<file path="src/rtl/fetch_ctrl_pkg.sv">
// Shared definitions for the instruction-fetch sequencer: state encodings,
// default reset PC / NOP encoding and a saturating-increment helper.
package fetch_ctrl_pkg;

    typedef enum logic [1:0] {
        ST_ISSUE  = 2'b00,
        ST_WAIT   = 2'b01,
        ST_HOLD   = 2'b10,
        ST_HALTED = 2'b11
    } fetch_state_e;

    localparam logic [15:0] RESET_PC_DEF  = 16'h0000;
    localparam logic [15:0] NOP_INSTR_DEF = 16'h0800;

    // Increment that sticks at all-ones instead of wrapping
    function automatic logic [15:0] sat_inc16(input logic [15:0] v);
        if (v == 16'hFFFF) begin
            return v;
        end else begin
            return v + 16'h0001;
        end
    endfunction

endpackage

</file>
<file path="src/rtl/cla16.sv">
// 16-bit carry-lookahead adder: four 4-bit lookahead groups, group carries chained.
module cla16 (
    input  logic [15:0] a,
    input  logic [15:0] b,
    input  logic        cin,
    output logic [15:0] sum,
    output logic        cout
);

    logic [15:0] g;
    logic [15:0] p;
    logic [15:0] carry;

    assign g = a & b;
    assign p = a ^ b;

    // Lookahead carries within each group, group carry-out feeds the next group
    always_comb begin
        logic       grp_c;
        logic [3:0] gp;
        logic [3:0] gg;
        carry = 16'h0000;
        grp_c = cin;
        for (int k = 0; k < 4; k++) begin
            gp = p[4*k +: 4];
            gg = g[4*k +: 4];
            carry[4*k]   = grp_c;
            carry[4*k+1] = gg[0] | (gp[0] & grp_c);
            carry[4*k+2] = gg[1] | (gp[1] & gg[0]) | (gp[1] & gp[0] & grp_c);
            carry[4*k+3] = gg[2] | (gp[2] & gg[1]) | (gp[2] & gp[1] & gg[0])
                         | (gp[2] & gp[1] & gp[0] & grp_c);
            grp_c        = gg[3] | (gp[3] & gg[2]) | (gp[3] & gp[2] & gg[1])
                         | (gp[3] & gp[2] & gp[1] & gg[0]) | ((&gp) & grp_c);
        end
        cout = grp_c;
    end

    assign sum = p ^ carry;

endmodule

</file>
<file path="src/rtl/dff.sv">
// Generic register cell: synchronous active-high reset to RST_VAL, load enable.
module dff #(
    parameter int           W       = 1,
    parameter logic [W-1:0] RST_VAL = {W{1'b0}}
) (
    input  logic         clk,
    input  logic         rst,
    input  logic         en,
    input  logic [W-1:0] d,
    output logic [W-1:0] q
);

    // Storage with synchronous reset and load enable
    always_ff @(posedge clk) begin
        if (rst) begin
            q <= RST_VAL;
        end else if (en) begin
            q <= d;
        end else begin
            q <= q;
        end
    end

endmodule

</file>
<file path="src/rtl/fetch_ctrl_fsm.sv">
// Fetch sequencer state machine: owns the state register and decodes the
// control strobes (read request, capture, PC load, discard/halt bookkeeping).
module fetch_ctrl_fsm
    import fetch_ctrl_pkg::*;
(
    input  logic clk,
    input  logic rst,
    input  logic redirect,
    input  logic halt,
    input  logic stall,
    input  logic mem_stall,
    input  logic mem_done,
    input  logic discard,
    input  logic halt_pend,
    output logic mem_rd,
    output logic capture,
    output logic pc_redirect,
    output logic pc_advance,
    output logic discard_nxt,
    output logic halt_pend_nxt,
    output logic instr_valid,
    output logic stall_event
);

    fetch_state_e state;
    fetch_state_e state_nxt;
    logic         rd_ok;

    // A request may go out only when memory is free; halt and reset suppress it
    assign rd_ok = !rst && !mem_stall && !halt;

    // State register
    always_ff @(posedge clk) begin
        if (rst) begin
            state <= ST_ISSUE;
        end else begin
            state <= state_nxt;
        end
    end

    // Next-state and control decode; redirect outranks halt, halt outranks stall
    always_comb begin
        state_nxt     = state;
        mem_rd        = 1'b0;
        capture       = 1'b0;
        pc_redirect   = 1'b0;
        pc_advance    = 1'b0;
        discard_nxt   = discard;
        halt_pend_nxt = halt_pend;
        instr_valid   = 1'b0;
        stall_event   = 1'b0;
        case (state)
            ST_ISSUE: begin
                mem_rd = rd_ok;
                if (redirect) begin
                    pc_redirect = 1'b1;
                    if (rd_ok && !mem_done) begin
                        // read already accepted: it must drain before refetching
                        discard_nxt = 1'b1;
                        state_nxt   = ST_WAIT;
                    end else begin
                        state_nxt = ST_ISSUE;
                    end
                end else if (halt) begin
                    state_nxt = ST_HALTED;
                end else if (rd_ok && mem_done) begin
                    capture   = 1'b1;
                    state_nxt = ST_HOLD;
                end else if (rd_ok) begin
                    state_nxt = ST_WAIT;
                end else begin
                    state_nxt = ST_ISSUE;
                end
            end
            ST_WAIT: begin
                stall_event = 1'b1;
                if (redirect) begin
                    pc_redirect   = 1'b1;
                    halt_pend_nxt = 1'b0;
                    if (mem_done) begin
                        discard_nxt = 1'b0;
                        state_nxt   = ST_ISSUE;
                    end else begin
                        discard_nxt = 1'b1;
                        state_nxt   = ST_WAIT;
                    end
                end else if (mem_done) begin
                    discard_nxt   = 1'b0;
                    halt_pend_nxt = 1'b0;
                    if (halt || halt_pend) begin
                        state_nxt = ST_HALTED;
                    end else if (discard) begin
                        state_nxt = ST_ISSUE;
                    end else begin
                        capture   = 1'b1;
                        state_nxt = ST_HOLD;
                    end
                end else if (halt) begin
                    halt_pend_nxt = 1'b1;
                    state_nxt     = ST_WAIT;
                end else begin
                    state_nxt = ST_WAIT;
                end
            end
            ST_HOLD: begin
                instr_valid = 1'b1;
                if (redirect) begin
                    pc_redirect = 1'b1;
                    instr_valid = 1'b1;
                    state_nxt   = ST_ISSUE;
                end else if (halt) begin
                    state_nxt = ST_HALTED;
                end else if (!stall) begin
                    pc_advance = 1'b1;
                    state_nxt  = ST_ISSUE;
                end else begin
                    stall_event = 1'b1;
                    state_nxt   = ST_HOLD;
                end
            end
            ST_HALTED: begin
                if (redirect) begin
                    pc_redirect = 1'b1;
                    state_nxt   = ST_ISSUE;
                end else begin
                    state_nxt = ST_HALTED;
                end
            end
            default: begin
                state_nxt = ST_ISSUE;
            end
        endcase
    end

endmodule

</file>
<file path="src/rtl/fetch_ctrl.sv">
// Instruction-fetch sequencer top: PC, instruction buffer and flag registers,
// PC + 2 adder and output muxing around fetch_ctrl_fsm.
// Optional stall-cycle performance counter enabled by defining FETCH_PERF_CNT_EN.
module fetch_ctrl
    import fetch_ctrl_pkg::*;
#(
    parameter logic [15:0] RESET_PC  = RESET_PC_DEF,
    parameter logic [15:0] NOP_INSTR = NOP_INSTR_DEF
) (
    input  logic        clk,
    input  logic        rst,
    input  logic        stall,
    input  logic        redirect,
    input  logic [15:0] redirect_pc,
    input  logic        halt,
    input  logic        mem_done,
    input  logic        mem_stall,
    input  logic [15:0] mem_data,
    output logic        mem_rd,
    output logic [15:0] mem_addr,
    output logic [15:0] instr_out,
    output logic [15:0] pc_inc_out,
    output logic        instr_valid,
    output logic [15:0] stall_cycles
);

    logic [15:0] pc;
    logic [15:0] pc_plus2;
    logic [15:0] pc_d;
    logic [15:0] instr_buf;
    logic        discard;
    logic        halt_pend;
    logic        capture;
    logic        pc_redirect;
    logic        pc_advance;
    logic        discard_nxt;
    logic        halt_pend_nxt;
    logic        stall_event;
    logic        unused_carry;

    fetch_ctrl_fsm u_fsm (
        .clk           (clk),
        .rst           (rst),
        .redirect      (redirect),
        .halt          (halt),
        .stall         (stall),
        .mem_stall     (mem_stall),
        .mem_done      (mem_done),
        .discard       (discard),
        .halt_pend     (halt_pend),
        .mem_rd        (mem_rd),
        .capture       (capture),
        .pc_redirect   (pc_redirect),
        .pc_advance    (pc_advance),
        .discard_nxt   (discard_nxt),
        .halt_pend_nxt (halt_pend_nxt),
        .instr_valid   (instr_valid),
        .stall_event   (stall_event)
    );

    // PC + 2 wraps naturally at 16 bits; the carry-out is not needed
    cla16 u_pc_add (
        .a    (pc),
        .b    (16'h0002),
        .cin  (1'b0),
        .sum  (pc_plus2),
        .cout (unused_carry)
    );

    assign pc_d = pc_redirect ? redirect_pc : pc_plus2;

    dff #(.W(16), .RST_VAL(RESET_PC)) u_pc (
        .clk (clk), .rst (rst), .en (pc_redirect | pc_advance), .d (pc_d), .q (pc)
    );

    dff #(.W(16), .RST_VAL(NOP_INSTR)) u_buf (
        .clk (clk), .rst (rst), .en (capture), .d (mem_data), .q (instr_buf)
    );

    dff #(.W(1), .RST_VAL(1'b0)) u_discard (
        .clk (clk), .rst (rst), .en (1'b1), .d (discard_nxt), .q (discard)
    );

    dff #(.W(1), .RST_VAL(1'b0)) u_halt_pend (
        .clk (clk), .rst (rst), .en (1'b1), .d (halt_pend_nxt), .q (halt_pend)
    );

    assign mem_addr   = pc;
    assign instr_out  = instr_valid ? instr_buf : NOP_INSTR;
    assign pc_inc_out = instr_valid ? pc_plus2 : 16'h0000;

`ifdef FETCH_PERF_CNT_EN
    logic [15:0] cnt_q;

    dff #(.W(16), .RST_VAL(16'h0000)) u_cnt (
        .clk (clk), .rst (rst), .en (stall_event), .d (sat_inc16(cnt_q)), .q (cnt_q)
    );

    assign stall_cycles = cnt_q;
`else
    logic unused_stall_event;

    assign unused_stall_event = stall_event;
    assign stall_cycles       = 16'h0000;
`endif

endmodule
</file>
<file path="config.mk">
export PLATFORM = sky130hd
export DESIGN_NAME = fetch_ctrl
export DESIGN_NICKNAME = d
export VERILOG_FILES = /design/src/rtl/fetch_ctrl_pkg.sv /design/src/rtl/cla16.sv /design/src/rtl/dff.sv /design/src/rtl/fetch_ctrl_fsm.sv /design/src/rtl/fetch_ctrl.sv
export SDC_FILE = /design/constraint.sdc
export NUM_CORES = 1
export LEC_CHECK = 0
export BUFFER_PORTS_ARGS = -buffer_cell sky130_fd_sc_hd__buf_2
export CAP_MARGIN = 20
export CORE_MARGIN = 3
export CORE_UTILIZATION = 48
export DETAILED_ROUTE_END_ITERATION = 16
export PLACE_DENSITY_LB_ADDON = 0.08
export SLEW_MARGIN = 15
export SYNTH_ARGS = -nofsm -noshare
export SYNTH_HDL_FRONTEND = slang
export SYNTH_SLANG_ARGS = --single-unit
export TNS_END_PERCENT = 30
</file>
<file path="constraint.sdc">
create_clock -name clk -period 2.6 [get_ports clk]
set_clock_uncertainty 0.1 [all_clocks]
set_input_delay 0.52 -clock clk [delete_from_list [all_inputs] [get_ports clk]]
set_output_delay 0.52 -clock clk [all_outputs]
set_load 0.02 [all_outputs]
</file>
* Word level (Yosys, flattened, before mapping)
Cells that the tools add are included.
Word-level totals: register bits 36, memories kept 0, memory bits (read-only) 0, bits in writable memories 0, bits in latches 0, logic and storage cells 97
Cells by class: multiplexer cells 43, magnitude comparators 0, reductions and logical operators 17, div/mod/pow operators 0, add/sub/neg operators 0, multiply operators 0, equality and inequality tests 6, shifts and indexed selects 0, bitwise operators 26
Operators with widths (count):
- two-way mux 16 bit | 3
- two-way mux 1 bit | 26
- bitwise AND 1 bit | 23
- two-way mux 2 bit | 11
- bitwise XOR 16 bit | 1
- AND reduction 4 bit | 3
- one-hot mux 2 bit (4 select lines) | 1
- == test 2 bit (second input constant) | 2
- logical AND 1 bit | 4
- zero test 1 bit | 4
- one-hot mux 1 bit (2 select lines) | 2
- OR reduction 4 bit | 1
- inequality test 3 bit (second input constant) | 1
- nonzero test 3 bit | 1
- == test 2 x 1 -> 1 bit (second input constant) | 1
- zero test 2 bit | 1
- inequality test 2 x 1 -> 1 bit (second input constant) | 1
- inequality test 2 bit (second input constant) | 1
- AND reduction 2 bit | 1
- nonzero test 2 bit | 1
- logical OR 1 bit | 1
- NOT 1 bit | 1
- bitwise OR 1 bit | 1

* Depth between registers and ports, before layout
Gate-level depths: netlist of run 1.
depth after elaboration 8, gate-level depth with buffers 7

* Modules after synthesis
A second synthesis of run 1 with hierarchy kept.
Unflattened totals: cell total of the unflattened synthesis 307, area total of the unflattened synthesis 2832.7 um2
Modules (own cells, without submodules):
- cla16 | instances 1, cells each 82, area an instance 698.2 um2
- fetch_ctrl | instances 1, cells each 72, area an instance 590.6 um2
- dff (u_buf) | instances 1, cells each 52, area an instance 581.8 um2
- dff (u_pc) | instances 1, cells each 52, area an instance 580.6 um2
- fetch_ctrl_fsm | instances 1, cells each 43, area an instance 314.1 um2
- dff (u_discard ...) | instances 2, cells each 3, area an instance 33.8 um2

* Worst setup path before layout of run 1
No wires, ideal clock.
path type register -> output, from register u_pc.q[1], to output pc_inc_out[15], setup slack 0.175 ns, arrival 1.805 ns, stages on the path, launching flop included 6, cells stage by stage dfxtp_1 > and4_1 > nand3_1 > buf_2 > or3_1 > a21oi_1
On the way: word-level cells in the longest chain between the ends 6
Ends and longest elaborated chain:
- from (decl) | RTL line dff.sv:10 | output logic [W-1:0] q
- from (signal assigned) | RTL line dff.sv:20 | q <= q;
- bitwise AND 1 bit | RTL line cla16.sv:32 | grp_c = gg[3] | (gp[3] & gg[2]) | (gp[3] & gp[2] & gg[1])
- bitwise AND 1 bit (2 in series) | RTL line cla16.sv:33 | | (gp[3] & gp[2] & gp[1] & gg[0]) | ((&gp) & grp_c);
- bitwise AND 1 bit | RTL line cla16.sv:31 | | (gp[2] & gp[1] & gp[0] & grp_c);
- bitwise XOR 16 bit | RTL line cla16.sv:38 | assign sum = p ^ carry;
- two-way mux 16 bit | RTL line fetch_ctrl.sv:90 | assign pc_inc_out = instr_valid ? pc_plus2 : 16'h0000;
- to (decl) | RTL line fetch_ctrl.sv:22 | output logic [15:0] pc_inc_out,
No other way between the ends.

* Worst setup path after layout of run 1
from register u_pc.q[11], to output pc_inc_out[15]
On the way: word-level cells in the longest chain between the ends 5
Ends and longest elaborated chain (RTL line):
- AND reduction 4 bit | cla16.sv:33
- bitwise AND 1 bit | cla16.sv:33
- bitwise AND 1 bit | cla16.sv:31
- bitwise XOR 16 bit | cla16.sv:38
- two-way mux 16 bit | fetch_ctrl.sv:90
No other way between the ends.

==> results.py, run 1 <==
metrics = {
    "status": {
        "status": "completed",
    },
    "yosys": {
        "yosys.area.top_type": "dfxtp_1",
        "synthArstFlopShare": 0,
        "yosysTopAreaCellShare": 0.307,
        "synthCells": 288,
        "yosysSeqAreaShare": 0.307,
        "ys_types": 43,
        "synthTopCellsByCount": "36 x dfxtp_1, 33 x nand2b_1, 30 x nor2_1",
        "syn-cell-area_mm2": 0.00235,
        "ys_seq_elements": 36,
        "synth_edf_count": 0,
        "synthTopCellsByArea": "dfxtp_1 31%, nand2b_1 8.8%, mux2i_1 7.2%",
        "synth.most_common_cell": "dfxtp_1",
        "synth_flop_cell": "dfxtp_1",
        "syn-mean-instance-area_um2": 8.16,
        "yosysWarnings": 0,
    },
    "power_and_ir_drop": {
        "ir_drop_mv": 0.228,
        "leakagePower_nw": 1.24,
        "power.density_mw_per_mm2": 441,
    },
    "grt": {
        "grt_pass1_vias": 1953,
        "grt_first_pass_wirelength_um": 9200,
        "grt-ovfl-total": 0,
        "grt_max_degree": 53,
        "antenna_found_initial": 0,
        "groute.usage.overall": 0.189,
    },
    "floorplanning": {
        "io_pins": 105,
        "fp.coreArea_mm2": 0.00453,
        "rows": 24,
        "fp.dieW_um": 76.0,
        "start_util": 0.518,
        "fp.dieArea_mm2": 0.00577,
        "die_y_um": 76.0,
    },
    "route": {
        "post-route-drc-count": 0,
        "viasPerCell": 5.03,
        "wl_per_cell_um": 12.7,
        "ant_nets": 0,
        "dr.pass1.iters": 4,
        "first_iter_violations": 115,
        "via_count": 2199,
        "wl_um": 5560,
    },
    "critical_path": {
        "crit_family": "simple AND/OR/NAND/NOR gates",
        "max_stage_delay_ns": 0.41,
        "cp-end-kind": "output port",
        "crit_buf_inv": 1,
        "worstPathRequired_ns": 1.98,
        "path_class": "flip-flop to output port",
        "r2r_slack_ns": 0.55,
        "cp_slowest_cell": "dfxtp_2",
        "crit_start": "u_pc.q[11]$_SDFFE_PP0P_",
        "crit_chain": "nand4_1 > or2_2 > or3_1 > a21oi_1 > buf_4",
        "cp.arrival_ns": 1.84,
        "start_kind": "flip-flop",
        "r2r-start": "u_fsm.state[1]$_SDFF_PP0_",
        "worstPathMaxFanout": 7,
    },
    "final_layout": {
        "nFillCells": 418,
        "antenna_cells": 0,
        "nNetsFinal": 412,
        "final_util": 0.636,
        "multi_input_area_mm2": 0.00142,
        "drive_gt1_frac": 0.325,
        "syn2layout_area_growth_pct": 22.8,
        "seq_area_um2": 731,
    },
    "clock_network": {
        "cts_sinks": 36,
        "clk_path_buf_depth": 2,
        "clk_transition_reported_paths_ns": 0.08,
        "cts_tree": "done",
        "cts_root_buf": "clkbuf_8",
        "htree_levels": 2,
        "clk_latency_ns": 0.29,
        "cts_buffers": 5,
    },
    "placed_design": {
        "portBuffers": 88,
        "gp_congestion": 0.877,
        "dpl.hpwl_um": 3910,
    },
    "sta": {
        "fin_crit_ns": 2.46,
        "setup_violations": 0,
        "timing.final.crit_share": 0.946,
        "fin_tns_setup_ns": 0,
        "rsz0062_at_grt": "false",
        "drv_slew": 0,
        "hold_violations": 0,
        "maxClockFrequency_ghz": 0.407,
    },
    "run": {
        "max-cap-violations": 0,
    },
    "hold_path": {
        "holdCritPathClass": "flip-flop to flip-flop",
        "hold_start": "u_buf.q[14]$_SDFFE_PP0P_",
    },
}
==> per-layer routing <==
layer / wire length [um] / global-route usage / share of wire / vias to the layer above
met3: 451 / 0.0616 / 0.081 / 2
met2: 2590 / 0.307 / 0.47 / 83
met5: 0 / 0 / 0 / -
met1: 2510 / 0.244 / 0.45 / 986
met4: 15 / 0.0435 / 0.0027 / 0
li1: - / - / - / 1128
==> state kept, by name, summed over array words and instances, names as in the netlist <==
name           count
u_buf.q           16
u_discard.q        1
u_fsm.state        2
u_pc.q            16
u_halt_pend.q      1
==> cell usage in the layout (no fill, tap or decap), drive strengths merged, types with 6 or more instances in the layout <==
cell,Yosys,routed
a211oi,8,8
a21oi,7,7
a311oi,6,6
and2,18,18
buf,24,98
clkbuf,13,7
conb,1,16
dfxtp,36,36
inv,10,10
mux2i,17,17
nand2,12,12
nand2b,33,33
nor2,31,31
nor4,10,10
xnor2,14,14
==> worst register-to-register path, cell delays in order, from the launching register on <==
cell	delay [ns]
dfxtp_1	0.49
or4b_1	0.64
buf_4	0.25
nor4_2	0.18
xnor2_1	0.10
a211oi_1	0.21
==> report_power, final <==
group	total, W	leakage [nW]	internal, W	switching [W]
registers	0.000613	0.297	0.000578	0.0000347
logic	0.000238	0.901	0.0000949	0.000143
clock network	0.000421	0.0445	0.000215	0.000206
==> area by class of cell <==
| cell class | instances | area share |
|---|---|---|
| Clock buffer | 7 | 0.0299 |
| Clock inverter | 1 | 0.00260 |
| Inverter | 10 | 0.0130 |
| Multi-Input combinational cell | 220 | 0.493 |
| Sequential cell | 36 | 0.253 |
| Tap cell | 65 | 0.0282 |
| Timing Repair Buffer | 98 | 0.180 |
==> stage by stage <==
step,instance area [um^2],instances,setup WS (ns),total power [W],hold slack [ns]
floorplan,2410,303,0.175,0.000801,0.344
global placement,2750,426,0.374,0.000858,0.354
detailed placement,2750,426,0.348,0.000859,0.360
CTS,2840,434,0.0114,0.00128,0.372
global route,2890,437,0.00437,0.00133,0.376
finish,2890,437,0.141,0.00127,0.371
==> kinds of logic (layout without fill, tap and decap cells) <==
logic type                 after synthesis  count (layout)  share of synthesized area
and+or+nand+nor                        131             131                      0.320
buffers and inverters                   47             116                      0.114
AOI/OAI and AO/OA                       38              38                      0.115
DFF                                     36              36                      0.307
muxes                                   17              17                     0.0724
xor gates and xnor gates                16              16                     0.0596
adders and majority gates                2               2                     0.0106
other                                    1              16                    0.00160
==> timing repair <==
action                     in CTS  in global routing
buffers inserted                0                  3
hold buffers                    0                  0
setup endpoints to repair       0                  5
gates resized for setup         0                 10
==> path summary, 6_finish.rpt <==
| path | cells after the start | end |
|---|---|---|
| worst max-delay path | 5 | pc_inc_out[15] |
| worst min-delay path | 2 | u_buf.q[14]$_SDFFE_PP0P_ |
| worst max register to register | 5 | u_pc.q[8]$_SDFFE_PP0P_ |
| worst min register to register | 2 | u_buf.q[14]$_SDFFE_PP0P_ |
No activity file was read; power rests on OpenSTA's default activity.
==> run 2, diff against run 1 <==
--- a/config.mk
+++ b/config.mk
@@ -11,6 +11,7 @@
 export CORE_UTILIZATION = 48
 export DETAILED_ROUTE_END_ITERATION = 16
 export PLACE_DENSITY_LB_ADDON = 0.08
+export SETUP_SLACK_MARGIN = 0.4
 export SLEW_MARGIN = 15
 export SYNTH_ARGS = -nofsm -noshare
 export SYNTH_HDL_FRONTEND = slang
==> run 2 against run 1 <==
Power down 1.1%. Sequential cell count unchanged. Routed wire length up 9.1%. Maximum frequency up 7.9%. Register-to-register slack better by 0.05 ns. Highest routed layer unchanged. Critical endpoint unchanged. Worst setup slack better by 0.18 ns. Die area unchanged. Sequential power down 1%. Clock power down 12%. Non-clock buffer count up 17.
==> results.py, run 2 (synthesis results as in run 1) <==
metrics = {
    "sta": {
        "maxClockFrequency_ghz": 0.439,
        "fin_crit_ns": 2.28,
        "fin_tns_setup_ns": 0,
        "slew_headroom": 0.574,
        "worst_slack_ns": 0.320,
        "setup_violations": 0,
        "finalHoldWorstSlack_ns": 0.366,
        "hold_violations": 0,
        "rsz0062_at_grt": "true",
        "timing.final.crit_share": 0.877,
        "drv_slew": 0,
        "tightest_slew_ns": 0.637,
    },
    "floorplanning": {
        "die_y_um": 76.0,
        "fp.dieW_um": 76.0,
        "io_pins": 105,
        "start_util": 0.518,
        "fp.coreArea_mm2": 0.00453,
        "fp.dieArea_mm2": 0.00577,
        "rows": 24,
    },
    "placed_design": {
        "portBuffers": 88,
        "pre_cts_slack_ns": 0.372,
        "dpl.hpwl_um": 3950,
        "dpl.cell_count": 425,
        "gp_congestion": 0.835,
    },
    "critical_path": {
        "cp-end-kind": "output port",
        "cp.arrival_ns": 1.66,
        "worstPathMaxFanout": 3,
        "path_class": "flip-flop to output port",
        "worstPathRequired_ns": 1.98,
        "ff2ff_path_depth": 4,
        "start_kind": "flip-flop",
    },
    "final_layout": {
        "final_util": 0.697,
        "final_cell_mix": "83 x buf_2, 32 x nand2b_1, 30 x nor2_1, 30 x buf_4, 20 x dfxtp_1",
        "antenna_cells": 0,
        "syn2layout_area_growth_pct": 34.6,
        "stdcell_count": 455,
        "drive_gt1_frac": 0.413,
        "nNetsFinal": 431,
        "largestRegisters": "u_buf.q x16, u_pc.q x16, u_fsm.state x2",
        "layout_commonest_cell": "buf_2",
    },
    "route": {
        "wl_um": 6070,
        "ant_nets": 0,
        "post-route-drc-count": 0,
        "via_count": 2338,
        "first_iter_violations": 123,
        "viasPerCell": 5.14,
        "wl_per_cell_um": 13.3,
        "dr.pass1.iters": 4,
    },
    "grt": {
        "grt_max_degree": 53,
        "groute.usage.overall": 0.210,
        "grt_pass1_vias": 2134,
        "grt_first_pass_wirelength_um": 10100,
        "grt-ovfl-total": 0,
        "antenna_found_initial": 0,
    },
    "power_and_ir_drop": {
        "leakagePower_nw": 1.38,
        "power.density_mw_per_mm2": 398,
        "ir_drop_mv": 0.247,
    },
    "hold_path": {
        "holdCritPathClass": "flip-flop to flip-flop",
        "min_path_cells": 2,
    },
    "clock_network": {
        "cts_buffers": 5,
        "clk_latency_ns": 0.28,
        "clk_transition_reported_paths_ns": 0.07,
        "cts_sinks": 36,
        "cts_root_buf": "clkbuf_8",
        "clk_path_buf_depth": 2,
        "cts_tree": "done",
        "htree_levels": 2,
    },
    "run": {
        "max-cap-violations": 0,
    },
    "status": {
        "status": "completed",
    },
}
run 2: cell count changes in the layout (fill, tap and decap cells not counted), moves of 2 or more:
cell     delta
dfxtp_1     -8
inv_1       -2
nor4_4      +4
and4_1      -2
and4_4      +2
nand3_2     +2
dfxtp_2     -3
nand3_1     -2
nor4_1      -3
buf_6       +2
buf_4      +19
dfxtp_4    +11
buf_2       -4
run 2: cell type report:
| class | instances | area (um^2) |
|---|---|---|
| Clock inverter | 1 | 5.00 |
| Sequential cell | 36 | 768 |
| Timing Repair Buffer | 115 | 663 |
| Fill cell | 419 | 1370 |
| Clock buffer | 6 | 72.6 |
| Multi-Input combinational cell | 220 | 1520 |
| Tap cell | 65 | 81.3 |
| Inverter | 10 | 41.3 |
| Timing Repair inverter | 2 | 12.5 |
run 2: final timing paths:
path	to	from	slack, ns
worst max-delay path	pc_inc_out[15]	u_pc.q[12]$_SDFFE_PP0P_	0.32
worst min-delay path	u_buf.q[15]$_SDFFE_PP0P_	u_buf.q[15]$_SDFFE_PP0P_	0.37
worst min register to register	u_buf.q[15]$_SDFFE_PP0P_	u_buf.q[15]$_SDFFE_PP0P_	0.37
worst max register to register	u_pc.q[14]$_SDFFE_PP0P_	u_fsm.state[0]$_SDFF_PP0_	0.60
run 2: where the power goes:
group | leakage (nW) | switching (W) | internal (W) | total [W]
Clock | 0.0410 | 0.000190 | 0.000182 | 0.000372
Sequential | 0.303 | 0.0000287 | 0.000575 | 0.000604
Combinational | 1.04 | 0.000165 | 0.000116 | 0.000282
Total | 1.38 | 0.000384 | 0.000873 | 0.00126
run 2: through the flow:
| step | cell area (um^2) | power, W |
|---|---|---|
| global placement | 2770 | 0.000863 |
| detailed placement | 2770 | 0.000865 |
| finish | 3160 | 0.00126 |
| global route | 3160 | 0.00133 |
| CTS | 3010 | 0.00125 |
| floorplan | 2440 | 0.000806 |
run 2: what timing repair did:
action	CTS	global route
pin swaps	3	10
buffers inserted	12	9
setup endpoints to repair	29	33
cloned	1	1
hold buffers	0	0
resized for setup	25	20
run 2: worst max-delay path: stages (launching register included):
cell and delay [ns]:
dfxtp_4 0.35, nand4_1 0.14, or2_4 0.29, or3_4 0.32, a21oi_2 0.12, buf_4 0.14
run 2: routing by layer:
metal / up-vias / wire (um) / part of all wire / GRT usage
li1: 1166 / - / - / -
met1: 1089 / 2760 / 0.45 / 0.273
met2: 77 / 2900 / 0.48 / 0.342
met3: 6 / 365 / 0.060 / 0.0462
met4: 0 / 46 / 0.0076 / 0.0761
met5: - / 0 / 0 / 0
